[config.mk]
export PLATFORM = sky130hd
export DESIGN_NAME = mult4u_redundant_scheduler
export DESIGN_NICKNAME = d
export VERILOG_FILES = /design/src/rtl/mult4u_redundant_scheduler.sv
export SDC_FILE = /design/constraint.sdc
export NUM_CORES = 1
export LEC_CHECK = 0
export ABC_CLOCK_PERIOD_IN_PS = 4050
export BUFFER_PORTS_ARGS = -buffer_cell sky130_fd_sc_hd__buf_2
export CORE_MARGIN = 2
export CORE_UTILIZATION = 45
export CTS_CLUSTER_DIAMETER = 80
export DETAILED_ROUTE_END_ITERATION = 6
export PLACE_DENSITY = 0.84
export SYNTH_ARGS = -nofsm -noshare
export SYNTH_HDL_FRONTEND = slang
export SYNTH_SLANG_ARGS = --single-unit
[constraint.sdc]
create_clock -name clk -period 4.05 [get_ports clk]
set_clock_uncertainty 0.1 [all_clocks]
set_input_delay 0.81 -clock clk [delete_from_list [all_inputs] [get_ports clk]]
set_output_delay 0.81 -clock clk [all_outputs]
set_load 0.03 [all_outputs]
[src/rtl/mult4u_redundant_scheduler.sv]
// Round-robin sequencer sharing one external 4x4 multiplier; MULT4U_SCHED_DUAL_EN adds swapped re-execution with compare/retry.
// Latency accept->resp_valid: 2 cycles (4 with MULT4U_SCHED_DUAL_EN, +3 per retry); stalls in RESP while resp_ready is low.
module mult4u_redundant_scheduler #(
    parameter int NUM_REQ   = 4,
    parameter int MAX_RETRY = 2,
    parameter int IDW       = 2
) (
    input  logic                 clk,
    input  logic                 rst,
    input  logic [NUM_REQ-1:0]   req_valid,
    input  logic [4*NUM_REQ-1:0] req_a,
    input  logic [4*NUM_REQ-1:0] req_b,
    output logic [NUM_REQ-1:0]   req_ready,
    output logic [3:0]           mult_a,
    output logic [3:0]           mult_b,
    input  logic [7:0]           mult_o,
    output logic                 resp_valid,
    input  logic                 resp_ready,
    output logic [IDW-1:0]       resp_id,
    output logic [7:0]           resp_prod,
    output logic                 resp_err,
    output logic [7:0]           fault_cnt
);

    typedef enum logic [2:0] {
        ST_IDLE,
        ST_RUN1,
`ifdef MULT4U_SCHED_DUAL_EN
        ST_RUN2,
        ST_CHECK,
`endif
        ST_RESP
    } state_t;

    state_t         state_q;
    logic [IDW-1:0] id_q;
    logic [IDW-1:0] rr_ptr_q;
    logic [3:0]     mult_a_q;
    logic [3:0]     mult_b_q;
    logic           resp_valid_q;
    logic [7:0]     resp_prod_q;
    logic           resp_err_q;

`ifdef MULT4U_SCHED_DUAL_EN
    localparam logic [2:0] MAX_RETRY_L = 3'(MAX_RETRY);
    logic [7:0] p1_q;
    logic [7:0] p2_q;
    logic [2:0] retry_q;
    logic [7:0] fault_cnt_q;
`endif

    logic               win_found;
    logic [IDW-1:0]     win_id;
    logic [3:0]         win_a;
    logic [3:0]         win_b;
    logic [NUM_REQ-1:0] grant_oh;

    // Cyclic search for the first valid requester at or after rr_ptr_q.
    always_comb begin
        win_found = 1'b0;
        win_id    = '0;
        grant_oh  = '0;
        for (int k = 0; k < NUM_REQ; k++) begin
            if (!win_found && req_valid[(int'(rr_ptr_q) + k) % NUM_REQ]) begin
                win_found = 1'b1;
                win_id    = IDW'((int'(rr_ptr_q) + k) % NUM_REQ);
            end
        end
        win_a = req_a[4*int'(win_id) +: 4];
        win_b = req_b[4*int'(win_id) +: 4];
        if (win_found) begin
            grant_oh[win_id] = 1'b1;
        end
    end

    assign req_ready  = (state_q == ST_IDLE && !rst) ? grant_oh : '0;
    assign mult_a     = mult_a_q;
    assign mult_b     = mult_b_q;
    assign resp_valid = resp_valid_q;
    assign resp_id    = id_q;
    assign resp_prod  = resp_prod_q;
    assign resp_err   = resp_err_q;
`ifdef MULT4U_SCHED_DUAL_EN
    assign fault_cnt  = fault_cnt_q;
`else
    assign fault_cnt  = 8'd0;
`endif

    always_ff @(posedge clk) begin
        if (rst) begin
            state_q      <= ST_IDLE;
            id_q         <= '0;
            rr_ptr_q     <= '0;
            mult_a_q     <= '0;
            mult_b_q     <= '0;
            resp_valid_q <= 1'b0;
            resp_prod_q  <= '0;
            resp_err_q   <= 1'b0;
`ifdef MULT4U_SCHED_DUAL_EN
            p1_q         <= '0;
            p2_q         <= '0;
            retry_q      <= '0;
            fault_cnt_q  <= '0;
`endif
        end else begin
            case (state_q)
                ST_IDLE: begin
                    if (win_found) begin
                        id_q     <= win_id;
                        mult_a_q <= win_a;
                        mult_b_q <= win_b;
`ifdef MULT4U_SCHED_DUAL_EN
                        retry_q  <= '0;
`endif
                        state_q  <= ST_RUN1;
                    end
                end
`ifdef MULT4U_SCHED_DUAL_EN
                // The operand registers double as the job's a/b store: swap for RUN2, swap back on retry.
                ST_RUN1: begin
                    p1_q     <= mult_o;
                    mult_a_q <= mult_b_q;
                    mult_b_q <= mult_a_q;
                    state_q  <= ST_RUN2;
                end
                ST_RUN2: begin
                    p2_q    <= mult_o;
                    state_q <= ST_CHECK;
                end
                ST_CHECK: begin
                    if (p1_q == p2_q) begin
                        resp_prod_q  <= p1_q;
                        resp_err_q   <= 1'b0;
                        resp_valid_q <= 1'b1;
                        state_q      <= ST_RESP;
                    end else begin
                        if (fault_cnt_q != 8'hFF) begin
                            fault_cnt_q <= fault_cnt_q + 8'd1;
                        end
                        if (retry_q < MAX_RETRY_L) begin
                            retry_q  <= retry_q + 3'd1;
                            mult_a_q <= mult_b_q;
                            mult_b_q <= mult_a_q;
                            state_q  <= ST_RUN1;
                        end else begin
                            resp_prod_q  <= p1_q;
                            resp_err_q   <= 1'b1;
                            resp_valid_q <= 1'b1;
                            state_q      <= ST_RESP;
                        end
                    end
                end
`else
                ST_RUN1: begin
                    resp_prod_q  <= mult_o;
                    resp_err_q   <= 1'b0;
                    resp_valid_q <= 1'b1;
                    state_q      <= ST_RESP;
                end
`endif
                ST_RESP: begin
                    if (resp_ready) begin
                        resp_valid_q <= 1'b0;
                        rr_ptr_q     <= (id_q == IDW'(NUM_REQ - 1)) ? '0 : id_q + IDW'(1);
                        state_q      <= ST_IDLE;
                    end
                end
                default: state_q <= ST_IDLE;
            endcase
        end
    end

endmodule

==> impl_summary.txt <==
----------------------------------------------------
[Critical path]
  Critical Path End Type ... output port
  Ordered list of cells on the worst path ... buf_2 -> nor2_1 -> a211o_1 -> nor2_2 -> nand2_1 -> nor2_1 -> buf_2
  Critical Path Max Stage Delay ... 0.35 ns
  Slowest cell on the critical path ... sky130_fd_sc_hd__a211o_1
  Worst Setup Path Type ... input port to output port
  Total buffers and inverters traversed by the critical path ... 2
  Data arrival time of the critical path ... 2.14 ns
  Cell family with most CP delay ... simple AND/OR/NAND/NOR gates
  Type of origin of the critical path ... input port
  Worst Path Max Fanout ... 10
  Critical Path RT ... about 3.1 ns

[Synth]
  Number of warnings issued by yosys ... 0
  Cell area after technology mapping ... 0.00124 sq mm
  Total of flip-flops plus latches after synthesis ... 23
  Post-synthesis sequential area ratio ... 37.2%
  Avg Synthesized Cell Area ... 9.10 sq um
  Synthesized netlist cell count ... ~140
  Synth unique cells ... 27

[Outcome]
  Result of the run ... finished clean

[Layout]
  Antenna fix cells ... 0
  Final #Nets ... between 200 and 300
  Layout Area Growth over Synthesis ... 27.0%
  Ratio of cells with drive above 1 in the final layout ... 42.6%
  Most used cells in the layout excluding fill and tap cells ... 69 x sky130_fd_sc_hd__buf_2, 25 x sky130_fd_sc_hd__nand2_1, 23 x sky130_fd_sc_hd__dfxtp_1, 18 x sky130_fd_sc_hd__mux2i_1, 14 x sky130_fd_sc_hd__a21oi_1
  Final core occ ... between 50 and 60%
  Most common library cell in the layout ignoring fill and taps ... sky130_fd_sc_hd__buf_2

[Routing]
  Number of nets with antenna violations after detailed routing ... 0
  Mean number of vias per cell ... roughly 4.9
  Post-route DRC ... 0
  Routed wire length ... 2.64 mm
  Number of vias after detailed routing ... between 1000 and 1500
  Average detailed-routed wire length per instance ... 11.3 microns
  Number of DRC markers in iteration 0 ... 43
  First drt pass iteration count ... 4

[Place]
  Global placement routability congestion ... between 0.7 and 0.8
  Placed wire-length estimate ... 2.15 mm
  I/O Buffers ... 69

[STA]
  Unrepaired setup endpoints after global routing ... no
  Count of final hold-check violations ... 0
  Fmax ... 328 MHz
  Final critical delay including setup and external delays ... 3.05 ns
  Final-layout worst hold slack ... about 0.36 ns
  Setup violations, final ... 0
  Setup TNS Final ... 0 ns
  Measured slew at the worst slew-check pin ... 0.571 ns
  Period Utilization, post-route ... 75.4%
  Max Slew Vio Count ... 0
  Remaining max-slew budget at the tightest pin ... 61.9%

[Global routing]
  Global route total overflow ... 0
  Maximum number of pins on one net before global-route repair ... 20
  Total routing resource utilization after global routing ... 16.9%
  First-pass GRT wire length ... around 4.4 mm
  Initial antenna violation count ... 0
  Via count of the first global-routing pass ... ~1100

[Die]
  Starting Density ... 46.1%
  Core Rows ... 19
  Die extent in y ... about 56 microns
  Number of top-level pins ... 79
  DIE AREA ... around 0.0032 sq mm
  Die Width ... 56.4 microns
  Floorplan core area ... 0.00269 sq mm

[Power and ir drop]
  Overall Power ... 0.000546 W
  P_leak ... approximately 0.78 nW
  Peak VDD IR ... 0.270 mV
  Cell area power density ... 347 mW/mm^2

[Clock network]
  Clock Pin Slew Worst Setup and Hold Paths ... 0.13 ns
  Clock tree root buffer cell ... sky130_fd_sc_hd__clkbuf_4
  Post-cts gate resize count ... 0
  Number of buffers inserted by post-CTS setup repair ... 0
  Number of buffers created by CTS ... 3
  Number of levels the H-tree was split into ... 1
  Clock tree from TritonCTS ... built
  CTS sink cnt ... 23
  Post-CTS Hold Fix Bufs ... 0
  Worst-skew pair later-pin latency ... 0.30 ns
  CTS Buffer Depth ... 2

[Job]
  Max-cap check violation count ... 0

[Worst hold path]
  Worst hold-check path type ... register to register

----------------------------------------------------
[cells by family (layout without fill, tap and decap cells)]
| family | count (synthesis) | after routing | synth area share [%] |
|---|---|---|---|
| AND/OR/NAND/NOR | 50 | 50 | 19.5 |
| AO/OA/AOI/OAI | 26 | 26 | 18.1 |
| flip-flops | 23 | 23 | 37.2 |
| multiplexers | 18 | 18 | 14.6 |
| buffers and inverters | 17 | 75 | 9.30 |
| adder cells (fa/ha/maj) | 1 | 1 | 1.01 |
| other | 1 | 9 | 0.303 |
[Yosys cell counts]
master                     count  share of area (%)
sky130_fd_sc_hd__nor2b_1       5                2.5
sky130_fd_sc_hd__buf_12        1                1.6
sky130_fd_sc_hd__clkbuf_1      3               0.91
sky130_fd_sc_hd__nor2_2        1               0.51
sky130_fd_sc_hd__nand2_1      25                7.6
sky130_fd_sc_hd__nand3b_1      1               0.61
sky130_fd_sc_hd__o221ai_2      8                9.7
sky130_fd_sc_hd__nor2_1       12                3.6
sky130_fd_sc_hd__or4_4         1               0.91
sky130_fd_sc_hd__a211o_1       1               0.71
sky130_fd_sc_hd__o22a_1        1               0.71
sky130_fd_sc_hd__nand2b_1      2                1.0
sky130_fd_sc_hd__o221ai_1      1               0.71
sky130_fd_sc_hd__buf_4         9                5.5
sky130_fd_sc_hd__a21o_1        1               0.61
sky130_fd_sc_hd__a21oi_1      14                5.7
sky130_fd_sc_hd__inv_1         1               0.30
sky130_fd_sc_hd__ha_1          1                1.0
sky130_fd_sc_hd__conb_1        1               0.30
sky130_fd_sc_hd__mux2i_1      18                 15
sky130_fd_sc_hd__inv_2         1               0.30
sky130_fd_sc_hd__buf_2         1               0.40
sky130_fd_sc_hd__nand2_8       1                1.6
sky130_fd_sc_hd__buf_1         1               0.30
sky130_fd_sc_hd__nor3_1        1               0.40
sky130_fd_sc_hd__or3b_2        1               0.71
sky130_fd_sc_hd__dfxtp_1      23                 37
[through the flow]
stage               instances  setup WS [ns]  cell area [sq um]
floorplan                 144          0.964               1270
global placement          229          0.983               1540
CTS                       233          0.980               1570
detailed placement        229          0.994               1540
finish                    233          0.997               1570
global route              233          0.870               1570
[layer usage]
metal,track usage (%),vias to the layer above,share of wire [%]
li1,-,590,-
met1,20.8,520,42
met2,30.9,31,53
met3,3.23,2,4.1
met4,2.38,0,0.72
met5,0,-,0
[flip-flops by register name (all words and copies together) (netlist names)]
register	flops
resp_id	2
resp_prod	8
mult_a	4
rr_ptr_q	2
resp_valid	1
mult_b	4
state_q	2
[area by class of cell]
| type | count | area (sq um) |
|---|---|---|
| Fill cell | 268 | 1110 |
| Multi-Input combinational cell | 104 | 692 |
| Sequential cell | 23 | 460 |
| Timing Repair Buffer | 69 | 345 |
| Tap cell | 31 | 38.8 |
| Clock buffer | 3 | 22.5 |
| Inverter | 2 | 7.51 |
| Clock inverter | 1 | 5.00 |
[report_power, final]
| group | leakage [nW] | internal (W) | switching [W] |
|---|---|---|---|
| registers | 0.189 | 0.000248 | 0.0000126 |
| clock network | 0.0177 | 0.0000367 | 0.0000665 |
| logic | 0.575 | 0.0000655 | 0.000117 |
[worst reg2reg max path, delay by kind of cell (launching register included)]
kind               cells  cell delay [ns]
AOI/OAI and AO/OA      1             0.13
DFF                    1             0.42
and+or+nand+nor        3             0.80
muxes                  1             0.28
[path summary, 6_finish.rpt]
check	from	endpoint	slack [ns]	depth (start not counted)
worst max-delay path	req_valid[0]	req_ready[2]	1.0	7
worst min-delay path	resp_prod[6]	resp_prod[6]	0.36	2
worst min register to register	resp_prod[6]	resp_prod[6]	0.36	2
worst max register to register	rr_ptr_q[0]	mult_a[2]	2.20	5
Note: power is estimated with default switching activity, not from simulation.
